### config.mk
export PLATFORM = sky130hd
export DESIGN_NAME = masked_sbox_bram_ctrl
export DESIGN_NICKNAME = d
export VERILOG_FILES = /design/src/rtl/sbox_bram_pkg.sv /design/src/rtl/sbox_lat_pipe.sv /design/src/rtl/masked_sbox_bram_ctrl.sv
export SDC_FILE = /design/constraint.sdc
export NUM_CORES = 1
export LEC_CHECK = 0
export BUFFER_PORTS_ARGS = -buffer_cell sky130_fd_sc_hd__buf_2
export CAP_MARGIN = 0
export CORE_ASPECT_RATIO = 2
export CORE_MARGIN = 2
export CORE_UTILIZATION = 43
export DETAILED_ROUTE_END_ITERATION = 8
export GPL_TIMING_DRIVEN = 0
export PLACE_DENSITY = 0.8
export SYNTH_ARGS = -nofsm -noshare
export SYNTH_HDL_FRONTEND = slang
export SYNTH_HIERARCHICAL = 1
export SYNTH_SLANG_ARGS = --single-unit
### constraint.sdc
create_clock -name clk -period 1.44 [get_ports clk]
set_clock_uncertainty 0.2 [all_clocks]
set_input_delay 0.072 -clock clk [delete_from_list [all_inputs] [get_ports clk]]
set_output_delay 0.072 -clock clk [all_outputs]
set_load 0.01 [all_outputs]
### src/rtl/sbox_bram_pkg.sv
// Shared widths and latency for the masked S-box table BRAM controller.
// The BRAM address is the segment selector concatenated above one share.
package sbox_bram_pkg;
  localparam int SBOX_DATA_W = 8;
  localparam int SBOX_SEL_W  = 2;
  localparam int SBOX_ADDR_W = SBOX_SEL_W + SBOX_DATA_W;
  localparam int SBOX_RD_LAT = 2;
  localparam int SBOX_TAG_W  = 4;
endpackage

### src/rtl/sbox_lat_pipe.sv
// Enable-gated valid+tag shift register tracking reads in flight through the BRAM.
// It freezes together with the BRAM so each tag stays aligned with its read data.
module sbox_lat_pipe #(
  parameter int TAG_W = 4,
  parameter int DEPTH = 2
) (
  input  logic             clk,
  input  logic             rst,
  input  logic             en,
  input  logic             in_v,
  input  logic [TAG_W-1:0] in_tag,
  output logic             out_v,
  output logic [TAG_W-1:0] out_tag
);
  logic [DEPTH-1:0]            v;
  logic [DEPTH-1:0][TAG_W-1:0] tag;

  always_ff @(posedge clk) begin
    if (rst) begin
      v   <= '0;
      tag <= '0;
    end else if (en) begin
      v[0]   <= in_v;
      tag[0] <= in_tag;
      for (int i = 1; i < DEPTH; i++) begin
        v[i]   <= v[i-1];
        tag[i] <= tag[i-1];
      end
    end
  end

  assign out_v   = v[DEPTH-1];
  assign out_tag = tag[DEPTH-1];
endmodule

### src/rtl/masked_sbox_bram_ctrl.sv
// Drives a dual-port masked S-box table BRAM from a share pair and returns
// the two table outputs with their tag through a valid/ready stream.
module masked_sbox_bram_ctrl
  import sbox_bram_pkg::*;
#(
  parameter int DATA_W = SBOX_DATA_W,
  parameter int SEL_W  = SBOX_SEL_W,
  parameter int TAG_W  = SBOX_TAG_W,
  parameter int RD_LAT = SBOX_RD_LAT
) (
  input  logic                    clk,
  input  logic                    rst,
  input  logic                    in_valid,
  output logic                    in_ready,
  input  logic [SEL_W-1:0]        in_sel,
  input  logic [DATA_W-1:0]       in_x0,
  input  logic [DATA_W-1:0]       in_x1,
  input  logic [TAG_W-1:0]        in_tag,
  output logic [SEL_W+DATA_W-1:0] bram_addra,
  output logic [SEL_W+DATA_W-1:0] bram_addrb,
  output logic                    bram_en,
  input  logic [DATA_W-1:0]       bram_doa,
  input  logic [DATA_W-1:0]       bram_dob,
  output logic                    out_valid,
  input  logic                    out_ready,
  output logic [DATA_W-1:0]       out_y0,
  output logic [DATA_W-1:0]       out_y1,
  output logic [TAG_W-1:0]        out_tag
);
  logic             pipe_v;
  logic [TAG_W-1:0] pipe_tag;
  logic             stall;
  logic             accept;

  assign bram_addra = {in_sel, in_x0};
  assign bram_addrb = {in_sel, in_x1};

  // Only stall when a finished read would overwrite an unconsumed result.
  // The BRAM stays enabled through reset so its output registers clear.
  assign stall    = pipe_v && out_valid && !out_ready;
  assign bram_en  = rst || !stall;
  assign in_ready = !stall && !rst;
  assign accept   = in_valid && in_ready;

  sbox_lat_pipe #(
    .TAG_W (TAG_W),
    .DEPTH (RD_LAT)
  ) u_lat_pipe (
    .clk     (clk),
    .rst     (rst),
    .en      (bram_en),
    .in_v    (accept),
    .in_tag  (in_tag),
    .out_v   (pipe_v),
    .out_tag (pipe_tag)
  );

  always_ff @(posedge clk) begin
    if (rst) begin
      out_valid <= 1'b0;
      out_y0    <= '0;
      out_y1    <= '0;
      out_tag   <= '0;
    end else if (bram_en) begin
      if (pipe_v) begin
        out_valid <= 1'b1;
        out_y0    <= bram_doa;
        out_y1    <= bram_dob;
        out_tag   <= pipe_tag;
      end else if (out_ready) begin
        out_valid <= 1'b0;
      end
    end
  end
endmodule

### Yosys cells after proc, flatten, opt, wreduce, memory -nomap -nowiden

Index checks and enable logic that the tools add are counted.
Widths: inputs -> output; s select.

* word-level logic and storage cells: 20
* input bits: 42
* register bits after elaboration: 31

* multiplexer cells: 2
* reduce and logical (&&, ||, !) cells: 11

Operators with widths (count)
* $logic_and 1x1->1: 4
* $reduce_and 2->1: 2
* $logic_not 1->1: 3
* $mux 1: 2
* $reduce_bool 2->1: 1
* $logic_or 1x1->1: 1

### Depth between registers and ports, before layout

* depth after elaboration: 5
* mapped depth: 5

### Hierarchy

Netlist, hierarchy kept.

By module, submodules not included
* masked_sbox_bram_ctrl: cells an instance 114, sequential area each 420.4 sq um, area each 1113.6 sq um, times used 1
* sbox_lat_pipe: cells an instance 36, sequential area each 200.2 sq um, area each 382.9 sq um, times used 1

### Worst setup path after synthesis

OpenSTA, ideal clock, no wires.

* path kind: flip-flop to flip-flop
* start: register out_valid
* end: register u_lat_pipe.tag, in the netlist u_lat_pipe/out_tag[0]
* setup slack: 0.010 ns
* clock period less this slack: 1.430 ns
* arrival time: 1.102 ns
* stages on the path, launching flop included: 6
* data required time: 1.112 ns
* cells stage by stage: dfxtp_1 -> nor2b_4 -> nand3b_1 -> buf_6 -> mux2i_1 -> nor2_1

* longest elaborated chain between the ends: 4

RTL lines
* start: declaration: RTL line masked_sbox_bram_ctrl.sv:24 `output logic out_valid,`
* start signal: assignment: RTL line masked_sbox_bram_ctrl.sv:60 `out_valid <= 1'b0;`
* start signal: assignment: RTL line masked_sbox_bram_ctrl.sv:66 `out_valid <= 1'b1;`
* start signal: assignment: RTL line masked_sbox_bram_ctrl.sv:71 `out_valid <= 1'b0;`
* $logic_and 1x1->1 (2 in series): RTL line masked_sbox_bram_ctrl.sv:40 `assign stall = pipe_v && out_valid && !out_ready;`
* $logic_not 1->1: RTL line masked_sbox_bram_ctrl.sv:41 `assign bram_en = rst || !stall;`
* $logic_or 1x1->1: RTL line masked_sbox_bram_ctrl.sv:41
* net bram_en: RTL line masked_sbox_bram_ctrl.sv:21 `output logic bram_en,`
* end signal: indexed assignment: RTL line sbox_lat_pipe.sv:27 `tag[i] <= tag[i-1];`
* end: declaration: RTL line sbox_lat_pipe.sv:16 `logic [DEPTH-1:0][TAG_W-1:0] tag;`

The timed path passes the listed nets, and every way through them passes these cells.
A chain may end at the register's enable or synchronous reset.

### Final worst setup path

* start: register out_valid
* end: output port in_ready

* longest elaborated chain between the ends: 4

RTL lines
* $logic_and 1x1->1 (2 in series): RTL line masked_sbox_bram_ctrl.sv:40
* $logic_not 1->1: RTL line masked_sbox_bram_ctrl.sv:42 `assign in_ready = !stall && !rst;`
* $logic_and 1x1->1: RTL line masked_sbox_bram_ctrl.sv:42
* end: declaration: RTL line masked_sbox_bram_ctrl.sv:14 `output logic in_ready,`

Every way passes these cells.

==> flow_results.org <==
** Clock network
- Post-cts hold buffer count :: 24
- Inserted Clock Buffers :: 5
- TritonCTS built the clock tree.
- The clock drives 31 sinks.
- Clock-pin slew was measured on the worst setup and hold paths at 0.06 ns.
- Clock latency on the worst-skew pair, taken at its later pin, is 0.28 ns.
- In this run the number of H-tree levels came out at 2.
- The longest clock path from root to sink contains 2 buffers.
- Buffer cell driving the clock tree root :: clkbuf_8

** STA
- Period minus WS final :: 1.35 ns
- Max-slew headroom at the worst pin :: 0.734
- Setup repair after global routing left no endpoint under its margin.
- Final worst hold slack :: -0.0919 ns
- The hold violation count in the final report was 4.
- Slew @ Worst Pin :: 0.398 ns
- Number of failing setup endpoints in the final timing report :: 0
- Final Slew Violations :: 0
- Final setup margin :: 0.0878 ns
- Max Clock Freq :: 740 MHz
- Share of the cycle needed by the critical path after routing :: 0.939
- For the final routed database, the setup TNS stands at 0 ns.

** Min path
- The tightest min-delay check is of the primary input to flip-flop type.
- Along the worst hold path, the cell count comes to 4.

** Global routing
- The number of antenna violations at the first check in global routing is 0.
- The number of global-route vias before repair is 1230.
- Maximum number of pins on one net before global-route repair :: 11
- Across every metal layer, demand over resource in global routing totals 0.179.
- After global routing the overflow that remains totals 0.
- First-pass GRT wire length :: 5130 um

** Logic synthesis
- By area the synthesized netlist is led by dfxtp_1 41%, mux2i_1 20%, nand2b_1 17%.
- The synthesized netlist contains 13 unique library cells.
- After technology mapping, the gate count stands at 150.
- Of all flip-flops after synthesis, the portion carrying an async set or reset was 0.
- Of the total synthesized cell area, the portion taken by full adders, half adders and majority gates is 0.
- Yosys top cell by area :: dfxtp_1
- Counting every net in the synthesized netlist gives 192.
- The area fraction in compound gates after synthesis was 0.00334.
- Among all cell types in the netlist, the one instantiated most often is nand2b_1.
- Warnings from Yosys :: 6
- The synthesized design contains 31 register bits.
- Of the total synthesized cell area, the portion taken by XOR and XNOR cells is 0.
- Combinational family with the most area after synthesis :: simple AND/OR/NAND/NOR gates
- Counting flops with a built-in enable in the synthesized netlist gives 0.
- Of the total synthesized cell area, the portion taken by AND, OR, NAND and NOR gates is 0.225.
- Most frequent cells after synthesis :: 40 x nand2b_1, 31 x dfxtp_1, 30 x mux2i_1
- The most used flip-flop cell after synthesis is dfxtp_1.
- Post-synthesis average cell area :: 9.98 um^2
- Area share of the largest cell type after synthesis :: 0.415
- The share of the Yosys chip area taken by registers is 0.415.
- The cell area that synthesis handed to floorplanning was 0.00150 mm^2.
- Proportion of synthesized area in mux cells :: 0.201

** Setup path
- Along the worst path, the maximum fanout reaches 4.
- Data on the critical path is required at its endpoint by 1.17 ns.
- Among all stages on the critical path, the largest delay is contributed by dfxtp_2.
- Critical setup path kind :: flip-flop to output port
- R2r setup slk :: 0.09 ns
- The worst setup path is captured at an output port.
- Element type at the critical path start :: flip-flop
- In this design, the stage delay of the slowest critical-path cell is 0.32 ns.
- At the worst endpoint, the arrival time is 1.08 ns.
- CP Cell Sequence :: nor2b_4, a21oi_1, buf_2
- The number of cells on the worst reg-to-reg path is 5.

** Detailed routing
- In the detailed route, the total length drawn on met3 is 196 um.
- In the detailed route, the total length drawn on met2 is 1910 um.
- The first TritonRoute pass finished after 3 iterations.
- In this run the remaining antenna-violating nets after routing total 0.
- The detailed router finished its first iteration with 9 violations.
- Wires add up to 3370 um.
- Using the TritonRoute via totals, the vias-per-cell ratio works out to 4.49.
- Routed length per instance :: 12.2 um
- Top layer reached by signal wires :: met4
- After detailed routing, the number of remaining DRC violations is 0.
- Total number of vias :: 1244
- For this block, wires on met1 add up to 1190 um.

** Status
- The run finished, with violations left.
- Violated checks :: negative hold slack

** Layout
- At the end of the flow, the number of nets in the layout was 286.
- The layout has 304 filler cells.
- Measured on the finished design, the core utilization comes to 0.639.
- The number of antenna diodes in the final layout is 0.
- In the final layout, the share of cells above drive strength 1 is 0.420.
- Area added between synthesis and finish :: 44.3%

** Pwr
- Net switching component of the power :: 411 uW
- VDD sags by at most 649 uV.
- Power spread over the standard cell area amounts to 836 mW/mm^2.
- Cell leakage power :: 1.07 nW
- Of the total power, the share spent switching nets is 0.228.
- The share of total power dissipated in combinational logic is 0.154.
- Cell internal pwr :: 1.39 mW
- The share of total power dissipated in sequential elements is 0.495.
- Part of the power in the clock network :: 0.350

** Placed design
- Final HPWL from detailed placement :: 2260 um
- Global placer's final weighted congestion :: 0.642
- At the placement stage, the worst setup path has a slack of 0.0773 ns.
- During placement, the flow inserted port buffers numbering 66.

** Run
- Across the run, the number of max-cap violations was 0.

** Floorplanning
- The floorplan step set the die height to 87.4 um.
- After floorplanning, the core was divided into 30 placement rows.
- The initial utilization of the core area, before any placement, comes to 0.443.
- Width of the die :: 45.7 um
- Core footprint :: 0.00338 mm^2
- Full die area :: 0.00400 mm^2
- Number of primary I/O pins :: 85
worst paths after layout:
| path | startpoint | end |
|---|---|---|
| max | out_valid | in_ready |
| min | out_ready | out_valid |
| max reg2reg | out_valid | u_lat_pipe/tag[0] |
| min reg2reg | out_y0[1] | out_y0[1] |
metal layers:
layer | track usage | vias to the layer above
li1 | - | 640
met1 | 0.150 | 556
met2 | 0.346 | 43
met3 | 0.0560 | 5
met4 | 0.0857 | 0
met5 | 0 | -
flip-flops by register name, indices dropped and copies added (netlist names):
register	cells
u_lat_pipe/tag	4
out_valid	1
u_lat_pipe/v	2
out_y1	8
out_y0	8
out_tag	4
u_lat_pipe/out_tag	4
power by group through the flow:
stage | Clock [mW] | Sequential, mW | Combinational (mW)
after CTS | 0.672 | 0.893 | 0.285
after global routing | 0.713 | 0.896 | 0.305
final | 0.632 | 0.894 | 0.278
after global placement | 0 | 0.912 | 0.231
after floorplan | 0 | 0.916 | 0.142
after detailed placement | 0 | 0.912 | 0.234
per-stage QoR:
stage          area [um^2]  std cells  power (mW)
2_1_floorplan         1500        150        1.06
3_3_place_gp          1870        248        1.14
3_5_place_dp          1870        248        1.15
4_1_cts               2190        280        1.85
5_1_grt               2160        277        1.91
6_report              2160        277        1.80
cell type report:
cell class	instances	area (um^2)	share of cell area
Buffer	32	234	0.108
Clock buffer	7	76.3	0.0353
Clock inverter	1	5.00	0.00232
Multi-Input combinational cell	87	642	0.297
Sequential cell	31	622	0.288
Tap cell	32	40.0	0.0185
Timing Repair Buffer	87	541	0.250
placed cells by master (no fill, tap or decap):
cell type and instances:
buf_2 67, nand2b_1 40, mux2i_1 30, dfxtp_1 30
buf_4 24, dlygate4sd3_1 21, nor2_1 12, clkbuf_1 5
clkbuf_8 5, buf_6 3, nor2b_4 2, nand3b_1 1
a21oi_1 1, and2_1 1, clkinv_2 1, dfxtp_2 1
buf_1 1
kinds of logic (layout without fill, tap and decap cells):
kind of cell	Yosys count	after routing
flip-flops	31	31
multiplexers	30	30
AND/OR/NAND/NOR	56	56
AO/OA/AOI/OAI	1	1
buffers and inverters	32	127
worst max-delay path, delay by kind of cell, from the launching register on:
kind / cells / cell delay (ns)
AOI/OAI and AO/OA: 1 / 0.19
DFF: 1 / 0.32
and+or+nand+nor: 1 / 0.13
buffers and inverters: 1 / 0.16
repair_timing:
action                                  4_1_cts  5_1_grt
buffers inserted                              0        0
endpoints found under the setup margin        0        7
hold endpoints to repair                     22        1
gates resized for setup                       0        1
Note: power is estimated with default switching activity, not from simulation.
